$ cat config.mk
export PLATFORM = sky130hd
export DESIGN_NAME = pipelined_rca_addsub
export DESIGN_NICKNAME = d
export VERILOG_FILES = /design/src/rtl/pipelined_rca_addsub.sv
export SDC_FILE = /design/constraint.sdc
export NUM_CORES = 1
export LEC_CHECK = 0
export ABC_CLOCK_PERIOD_IN_PS = 4630
export CAP_MARGIN = 40
export CORE_ASPECT_RATIO = 1.1
export CORE_MARGIN = 2
export CORE_UTILIZATION = 31
export CTS_BUF_LIST = sky130_fd_sc_hd__clkbuf_16
export CTS_CLUSTER_SIZE = 25
export DETAILED_ROUTE_END_ITERATION = 10
export PLACE_DENSITY = 0.52
export SLEW_MARGIN = 10
export SYNTH_ARGS = -nofsm -noshare
export SYNTH_HDL_FRONTEND = slang
export SYNTH_SLANG_ARGS = --single-unit
$ cat constraint.sdc
create_clock -name clk -period 4.63 [get_ports clk]
set_clock_uncertainty 0.15 [all_clocks]
set_input_delay 1.389 -clock clk [delete_from_list [all_inputs] [get_ports clk]]
set_output_delay 1.389 -clock clk [all_outputs]
set_load 0.01 [all_outputs]
$ cat src/rtl/pipelined_rca_addsub.sv
// pipelined_rca_addsub: WIDTH-bit ripple-carry adder/subtractor. The carry
// chain is cut into STAGES registered segments of CHUNK full adders each.
// Results come out one per clock, STAGES cycles after the operands are
// accepted. Valid/ready handshakes sit on both the input and output sides.
//
// Ports:
//   clk, rst         rising-edge clock, synchronous active-high reset
//   in_valid/ready   operand handshake (in_ready = !out_valid || out_ready)
//   a, b, c_in, sub  operands; sub=1 computes a - b - c_in (c_in = borrow-in)
//   out_valid/ready  result handshake
//   sum, c_out, ovf  result, carry out of MSB, signed overflow
//
// WIDTH must be a nonzero multiple of STAGES.
module pipelined_rca_addsub #(
  parameter int unsigned WIDTH  = 16,
  parameter int unsigned STAGES = 4
) (
  input  logic             clk,
  input  logic             rst,
  input  logic             in_valid,
  output logic             in_ready,
  input  logic [WIDTH-1:0] a,
  input  logic [WIDTH-1:0] b,
  input  logic             c_in,
  input  logic             sub,
  output logic             out_valid,
  input  logic             out_ready,
  output logic [WIDTH-1:0] sum,
  output logic             c_out,
  output logic             ovf
);

  localparam int unsigned CHUNK = WIDTH / STAGES;
  localparam int unsigned IDX_W = (WIDTH > 1) ? $clog2(WIDTH) : 1;

  // One pipeline slot. The operand fields carry the not-yet-added high bits
  // forward. s accumulates finished chunks. cy is the carry out of the
  // latest chunk.
  typedef struct packed {
    logic             vld;
    logic [WIDTH-1:0] a;
    logic [WIDTH-1:0] b;
    logic             cy;
    logic [WIDTH-1:0] s;
    logic             ovf;
  } stage_t;

  logic advance;

  // The whole pipe moves together whenever the tail slot can be vacated.
  assign advance  = !out_valid || out_ready;
  assign in_ready = advance;

  for (genvar k = 0; k < STAGES; k++) begin : g_stage
    localparam int unsigned BASE = k * CHUNK;

    stage_t src_c;
    stage_t stg_d;
    stage_t stg_q;

    // Slot feeding this stage: the raw operand bundle for stage 0, else the
    // previous stage register. Subtraction is folded into b and the carry
    // here.
    if (k == 0) begin : g_head
      always_comb begin
        src_c     = '0;
        src_c.vld = in_valid;
        src_c.a   = a;
        src_c.b   = b ^ {WIDTH{sub}};
        src_c.cy  = c_in ^ sub;
      end
    end else begin : g_body
      assign src_c = g_stage[k-1].stg_q;
    end

    // Ripple this stage's CHUNK full adders over bits [BASE +: CHUNK].
    always_comb begin
      logic             cy;
      logic             cy_msb;
      logic [IDX_W-1:0] idx;
      stg_d  = stg_q;
      cy     = src_c.cy;
      cy_msb = 1'b0;
      idx    = '0;
      if (advance) begin
        stg_d = src_c;
        for (int unsigned i = 0; i < CHUNK; i++) begin
          idx            = IDX_W'(BASE + i);
          stg_d.s[idx]   = src_c.a[idx] ^ src_c.b[idx] ^ cy;
          cy_msb         = cy;
          cy             = (src_c.a[idx] & src_c.b[idx]) |
                           (cy & (src_c.a[idx] ^ src_c.b[idx]));
        end
        stg_d.cy  = cy;
        // Only the last chunk sees the MSB, so only it can flag overflow.
        stg_d.ovf = (k == STAGES - 1) ? (cy_msb ^ cy) : 1'b0;
      end
    end

    always_ff @(posedge clk) begin
      if (rst) begin
        stg_q <= '0;
      end else begin
        stg_q <= stg_d;
      end
    end
  end

  assign out_valid = g_stage[STAGES-1].stg_q.vld;
  assign sum       = g_stage[STAGES-1].stg_q.s;
  assign c_out     = g_stage[STAGES-1].stg_q.cy;
  assign ovf       = g_stage[STAGES-1].stg_q.ovf;

  // Operand skew is dead once the final chunk has been added.
  logic unused_tail;
  assign unused_tail = ^{g_stage[STAGES-1].stg_q.a, g_stage[STAGES-1].stg_q.b};

endmodule

Word-level counts from Yosys, hierarchy flattened
Index checks and enable logic that the tools add are counted.

storage, ports and cells
  flip-flop bits (word level) = 145
  output and inout port bits = 20

operators by class
  bitwise operators = 83
  reductions and logical operators = 2

operators by type and width
  cell                count
  $xor A1 B1 Y1       34
  $and A1 B1 Y1       32
  $or A1 B1 Y1        16
  $xor A16 B16 Y16    1
  $logic_not A1 Y1    1
  $logic_or A1 B1 Y1  1

Longest topological paths before layout
Gate-level depths: netlist of run 1.

  word-level depth = 10
  mapped depth = 11
  mapped depth without buffers = 10

Worst setup path before layout of run 1
OpenSTA, ideal clock, no wires.

  kind = input to register
  start = input sub
  end = register g_stage[0].stg_q[4] (netlist bit)
  cell stages on the path = 11
  arrival time = 3.456 ns
  path slack = 0.883 ns
  required time = 4.339 ns
  path buffers = 2
  path through = buf_4 -> buf_4 -> xor2_1 -> fa_1 -> inv_1 -> fa_1 -> fa_1 -> inv_1 -> fa_1 -> nand2_1 -> a21oi_1

between the ends
  cells in the longest elaborated chain, start to end = 9
  elaborated cells on any way between the ends = 16
  those cells by class = 16 x bitwise

ends and longest elaborated chain
  item                  RTL line  text
  from (decl)           25        input logic sub,
  $xor A16 B16 Y16      69        src_c.b = b ^ {WIDTH{sub}};
  $xor A1 B1 Y1         92        (cy & (src_c.a[idx] ^ src_c.b[idx]));
  $and A1 B1 Y1         92
  $or A1 B1 Y1          91        cy = (src_c.a[idx] & src_c.b[idx]) |
  $and A1 B1 Y1         92
  $or A1 B1 Y1          91
  $and A1 B1 Y1         92
  $or A1 B1 Y1          91
  $xor A1 B1 Y1 *       89        stg_d.s[idx] = src_c.a[idx] ^ src_c.b[idx] ^ cy;
  to (signal assigned)  104       stg_q <= stg_d;
  to (decl)             59        stage_t stg_q;

Every way passes the cells marked *; elsewhere a longest branch is shown, timed or not.
A chain may end at the register's enable or synchronous reset.

Worst setup path after layout of run 1
  start = input out_ready
  end = output in_ready

between the ends
  cells in the longest elaborated chain, start to end = 1

ends and longest elaborated chain
  item                RTL line  text
  from (decl)         27        input logic out_ready,
  $logic_or A1 B1 Y1  51        assign advance = !out_valid || out_ready;
  to (decl)           21        output logic in_ready,

No other way between the ends.

==> results of run 1 <==
## path summary, 6_finish.rpt
| kind | from | to | slack [ns] | cells past startpoint |
|---|---|---|---|---|
| max | out_ready | in_ready | 0.48 | 4 |
| min | sum[14] | sum[14] | 0.30 | 2 |
| max reg2reg | g_stage[2].stg_q[17] | ovf | 2.21 | 10 |
| min reg2reg | sum[14] | sum[14] | 0.30 | 2 |
## report_power, final
| group | total, mW | switching [mW] | internal [mW] |
|---|---|---|---|
| registers | 0.918 | 0.0279 | 0.890 |
| clock network | 0.709 | 0.300 | 0.409 |
| logic | 0.188 | 0.0894 | 0.0985 |
| total | 1.82 | 0.417 | 1.40 |
## cells by family (layout without fill, tap and decap cells)
group | count (synthesis) | count (layout) | share of synthesized area, %
adders and majority gates | 16 | 16 | 8.02
and+or+nand+nor | 172 | 172 | 16.4
DFF | 97 | 97 | 48.6
AOI/OAI and AO/OA | 96 | 96 | 15.7
buffers and inverters | 60 | 104 | 7.33
xor gates and xnor gates | 18 | 18 | 3.94
## routing by layer
| layer | vias to the layer above | share of wire, % | global-route usage, % |
|---|---|---|---|
| met5 | - | 0.12 | 0 |
| met2 | 37 | 48 | 20.1 |
| met3 | 12 | 3.9 | 3.14 |
| met1 | 1376 | 46 | 15.5 |
| li1 | 1526 | - | - |
| met4 | 2 | 1.9 | 5.72 |
## cell usage in the layout (no fill, tap or decap)
| cell type | count |
|---|---|
| bufinv_16 | 1 |
| nand2_1 | 146 |
| clkdlybuf4s50_1 | 56 |
| clkinv_2 | 2 |
| xnor2_1 | 13 |
| clkinv_1 | 1 |
| buf_12 | 1 |
| inv_1 | 28 |
| a211oi_1 | 5 |
| clkbuf_16 | 9 |
| inv_4 | 1 |
| dfxtp_1 | 97 |
| a211oi_2 | 18 |
| nor2_1 | 25 |
| nor2b_4 | 1 |
| buf_4 | 4 |
| fa_1 | 16 |
| buf_16 | 1 |
| xor2_1 | 5 |
| a21oi_1 | 73 |
## registers in the layout, indices dropped and copies added, names as in the netlist
register and cells:
g_stage.stg_q 78, ovf 1, sum 16, c_out 1, out_valid 1
## layout make-up
type / count / area [um2]
inverter: 26 / 100
fill: 1340 / 7670
tap: 157 / 196
timing repair buffer: 62 / 638
clock buffer: 9 / 225
multi-input combinational: 302 / 1760
sequential: 97 / 1940
clock inverter: 7 / 55.1
## through the flow
| step | total power [mW] | utilization (%) | area, um2 | hold WS (ns) |
|---|---|---|---|---|
| floorplan | 1.05 | - | 4000 | 0.282 |
| global placement | 1.12 | 36.5 | 4590 | 0.289 |
| detailed placement | 1.13 | 36.8 | 4640 | 0.293 |
| CTS | 1.84 | 39.1 | 4920 | 0.302 |
| global route | 1.90 | 39.1 | 4920 | 0.316 |
| finish | 1.82 | 39.1 | 4920 | 0.299 |
## worst max-delay path: cells and delay by family
| family | cells | cell delay (ns) |
|---|---|---|
| simple gates | 1 | 0.06 |
| buf+inv | 3 | 1.16 |
==> impl_metrics.py, run 1 <==
metrics = {
    "outcome": {
        "status": "finished, final reports clean",
    },
    "synth": {
        "synthFlopType": "dfxtp_1",
        "synthCells": 459,
        "synth.avg_cell_area_um2": 8.71,
        "synth_most_common_cell": "nand2_1",
        "synth_area_leaders": "dfxtp_1, nand2_1, a21oi_1",
        "synth_top_cell_area_share_pct": 48.6,
        "yosysTopAreaCell": "dfxtp_1",
        "yosys_warnings": 0,
        "netlist_area_mm2": 0.00400,
        "synth.top_cells.by_count": "nand2_1, dfxtp_1, a21oi_1",
        "synth_nets": 513,
        "ys_ff_latch": 97,
        "seq_area_frac_synth_pct": 48.6,
        "ys_types": 16,
        "synth-async-reset-ratio_pct": 0,
        "synth_edf_count": 0,
    },
    "floorplan": {
        "die_area_mm2": 0.0138,
        "coreArea_mm2": 0.0126,
        "die_x_um": 112,
        "rows": 43,
        "start_util_pct": 31.7,
        "boundaryPins": 58,
        "die_y_um": 123,
    },
    "critical_path": {
        "max_stage_delay_ns": 0.55,
        "cp.arrival_ns": 2.61,
        "criticalPathCategory": "in2out",
        "slowest_stage": "clkdlybuf4s50_1",
        "cp_cell_sequence": "clkdlybuf4s50_1, nor2b_4, inv_4, clkdlybuf4s50_1",
        "crit_path_start_kind": "input port",
        "cp_max_fo": 12,
        "worstPathRequired_ns": 3.09,
        "endpoint_kind": "primary output",
        "critPathMostFrequentCell": "clkdlybuf4s50_1",
    },
    "clock_tree": {
        "cts_root_buffer": "clkbuf_16",
        "clockBufferDepth": 2,
        "htreeDepth": 3,
        "postCtsResizedCells": 0,
        "clock-sinks": 97,
        "cts_hold_buffers": 0,
        "numCtsBuffers": 9,
        "clkTransAtPathRegs_ns": 0.06,
        "cts_setup_buffers": 0,
        "cts_tree": "yes",
        "clk_latency_ns": 0.34,
    },
    "sta": {
        "slew_viol_final": 0,
        "min_period_over_period_pct": 89.6,
        "grt_setup_unrepaired": "no",
        "setup_violations": 0,
        "post-route-min-period_ns": 4.15,
        "worst_pin_slew_ns": 0.814,
        "slew_headroom_pct": 45.8,
        "setup_tns_ns": 0,
        "finalWorstSetupSlack_ns": 0.482,
        "timing.fmax_mhz": 241,
        "hold_violations": 0,
    },
    "hold_path": {
        "worstHoldPathType": "reg2reg",
    },
    "global_routing": {
        "grt_overflow": 0,
        "antenna_found_initial": 1,
        "grt_pass1_wl_mm": 13.6,
        "track_usage_pct": 12.4,
        "grt_pass1_vias": 2831,
        "grt_max_degree": 79,
    },
    "run": {
        "maxCapViolations": 0,
    },
    "place": {
        "gp_congestion": 0.721,
        "portBuffers": 57,
        "dp_hpwl_mm": 5.36,
        "pre_cts_ws_ns": 0.476,
        "dpl.cell_count": 644,
    },
    "finish": {
        "diodes": 0,
        "nNetsFinal": 552,
        "drive_above_1_share_pct": 7.55,
        "stdcell_count": 660,
        "layout-area-overhead-vs-synth_pct": 23.1,
    },
    "pwr": {
        "peakVddDrop_mv": 0.149,
        "p_leak_nw": 1.85,
        "powerDensity_mw_per_mm2": 369,
    },
    "drt": {
        "vias": 2953,
        "route.detailed.drc": 0,
        "firstDrtPassIters": 6,
        "postRouteWirelength_mm": 8.15,
        "drt_iter0_drc": 124,
        "wl_per_cell_um": 12.4,
        "antenna_left": 0,
        "drt-vias-per-instance": 4.47,
    },
}
No activity file was read; power rests on OpenSTA's default activity.
==> run 2, diff against run 1 <==
--- a/config.mk
+++ b/config.mk
@@ -7,10 +7,9 @@
 export LEC_CHECK = 0
 export ABC_CLOCK_PERIOD_IN_PS = 4630
 export CAP_MARGIN = 40
-export CORE_ASPECT_RATIO = 1.1
+export CORE_ASPECT_RATIO = 0.9
 export CORE_MARGIN = 2
 export CORE_UTILIZATION = 31
-export CTS_BUF_LIST = sky130_fd_sc_hd__clkbuf_16
 export CTS_CLUSTER_SIZE = 25
 export DETAILED_ROUTE_END_ITERATION = 10
 export PLACE_DENSITY = 0.52
==> impl_metrics.py, run 2 (same netlist as run 1, synthesis figures left out) <==
metrics = {
    "finish": {
        "mostFrequentLayoutCell": "nand2_1",
        "top_register": "g_stage.stg_q",
        "layout-area-overhead-vs-synth_pct": 23.6,
        "final_cell_mix": "nand2_1, dfxtp_1, a21oi_1",
        "nNetsFinal": 553,
        "drive_above_1_share_pct": 8.33,
        "fin_area_mm2": 0.00494,
        "largest_reg_flops": 78,
        "diodes": 0,
        "stdcell_count": 668,
        "final_core_util_pct": 39.1,
    },
    "pwr": {
        "powerDensity_mw_per_mm2": 375,
        "power_mw": 1.85,
        "peakVddDrop_mv": 0.176,
        "p_leak_nw": 1.84,
    },
    "clock_tree": {
        "cts_setup_buffers": 0,
        "clock-sinks": 97,
        "cts_root_buffer": "clkbuf_16",
        "cts_tree": "yes",
        "clk_latency_ns": 0.34,
        "postCtsResizedCells": 0,
        "clkTransAtPathRegs_ns": 0.06,
        "clockBufferDepth": 2,
        "numCtsBuffers": 9,
        "htreeDepth": 3,
        "cts_hold_buffers": 0,
    },
    "floorplan": {
        "rows": 39,
        "boundaryPins": 58,
        "start_util_pct": 31.6,
        "die_x_um": 124,
        "die_area_mm2": 0.0138,
        "coreArea_mm2": 0.0126,
        "die_y_um": 112,
    },
    "critical_path": {
        "cp_max_fo": 2,
        "crit_family": "buffers and inverters",
        "rr_startpoint": "g_stage[2].stg_q[17]",
        "reg2reg_depth": 10,
        "worstPathRequired_ns": 3.09,
        "crit_path_start_kind": "input port",
        "cp.arrival_ns": 2.53,
        "max_stage_delay_ns": 0.54,
        "r2r_slack_ns": 2.19,
        "critPathMostFrequentCell": "clkdlybuf4s50_1",
        "path_buf_inv": 3,
        "slowest_stage": "clkdlybuf4s50_1",
        "endpoint_kind": "primary output",
        "cp_cell_sequence": "clkdlybuf4s50_1, nor2b_4, inv_4, clkdlybuf4s50_1",
        "r2r-end": "ovf",
        "criticalPathCategory": "in2out",
    },
    "hold_path": {
        "hold_end": "g_stage[0].stg_q[43]",
        "worstHoldPathType": "reg2reg",
        "whs_path_depth": 2,
        "min_from": "g_stage[0].stg_q[43]",
    },
    "drt": {
        "wl_per_cell_um": 12.4,
        "firstDrtPassIters": 4,
        "route.detailed.drc": 0,
        "vias": 2934,
        "drt_iter0_drc": 112,
        "postRouteWirelength_mm": 8.26,
        "drt-vias-per-instance": 4.39,
        "antenna_left": 0,
    },
    "global_routing": {
        "grt_pass1_wl_mm": 13.6,
        "antenna_found_initial": 0,
        "grt_max_degree": 79,
        "grt_overflow": 0,
        "track_usage_pct": 12.6,
        "grt_pass1_vias": 2779,
    },
    "sta": {
        "min_period_over_period_pct": 87.9,
        "slew_viol_final": 0,
        "slew_headroom_pct": 46.4,
        "timing.fmax_mhz": 246,
        "setup_violations": 0,
        "grt_setup_unrepaired": "no",
        "hold_violations": 0,
        "finalWorstSetupSlack_ns": 0.560,
        "post-route-min-period_ns": 4.07,
        "whs_ns": 0.299,
        "setup_tns_ns": 0,
        "worst_pin_slew_ns": 0.804,
    },
    "place": {
        "dpl.cell_count": 652,
        "gp_congestion": 0.726,
        "pre_cts_ws_ns": 0.434,
        "dp_hpwl_mm": 5.36,
        "dpl_cell_area_mm2": 0.00464,
        "portBuffers": 57,
    },
    "run": {
        "maxCapViolations": 0,
    },
    "outcome": {
        "status": "finished, final reports clean",
    },
}
run 2: cell count changes in the layout (fill, tap and decap cells not counted):
cell	before	now
clkbuf_1	0	1
buf_12	1	0
clkinv_1	1	0
clkinv_2	2	1
buf_4	4	6
clkinvlp_4	0	2
inv_6	0	1
clkinv_4	0	1
inv_1	28	25
run 2: cell type report:
| type | instances | area (um2) |
|---|---|---|
| fill | 1328 | 7700 |
| sequential | 97 | 1940 |
| timing repair buffer | 63 | 633 |
| inverter | 26 | 100 |
| tap | 164 | 205 |
| clock buffer | 10 | 229 |
| multi-input combinational | 302 | 1760 |
| clock inverter | 6 | 67.6 |
run 2: worst max-delay path by stage:
stage | start | to | slack, ns | depth (start not counted)
6_report | out_ready | in_ready | 0.56 | 4
3_5_place_dp | sub | g_stage[0].stg_q[4] | 0.43 | 10
2_1_floorplan | sub | g_stage[0].stg_q[4] | 0.88 | 11
5_1_grt | out_ready | in_ready | 0.52 | 4
4_1_cts | out_ready | in_ready | 0.55 | 4
3_3_place_gp | sub | g_stage[0].stg_q[4] | 0.43 | 10
run 2: power by group:
| group | total, mW | switching [mW] | internal, mW |
|---|---|---|---|
| logic | 0.193 | 0.0932 | 0.0995 |
| registers | 0.919 | 0.0287 | 0.890 |
| clock network | 0.741 | 0.320 | 0.421 |
| total | 1.85 | 0.442 | 1.41 |
run 2: per-layer routing:
metal | share of wire (%) | global-route usage [%] | vias to the layer above
li1 | - | - | 1532
met2 | 45 | 18.8 | 56
met5 | 0 | 0 | -
met1 | 49 | 17.4 | 1339
met4 | 0.87 | 3.64 | 0
met3 | 5.2 | 3.94 | 7
run 2: tightest hold or removal path: cells and delay by family (launching register included):
kind,cells,cell delay (ns)
flip-flops,1,0.31
AND/OR/NAND/NOR,1,0.05
AO/OA/AOI/OAI,1,0.05
==> run 3, diff against run 2 <==
--- a/config.mk
+++ b/config.mk
@@ -13,7 +13,6 @@
 export CTS_CLUSTER_SIZE = 25
 export DETAILED_ROUTE_END_ITERATION = 10
 export PLACE_DENSITY = 0.52
-export SLEW_MARGIN = 10
 export SYNTH_ARGS = -nofsm -noshare
 export SYNTH_HDL_FRONTEND = slang
 export SYNTH_SLANG_ARGS = --single-unit
==> results of run 3 <==
The final DEF is identical to that of run 2; final timing and power are the same.
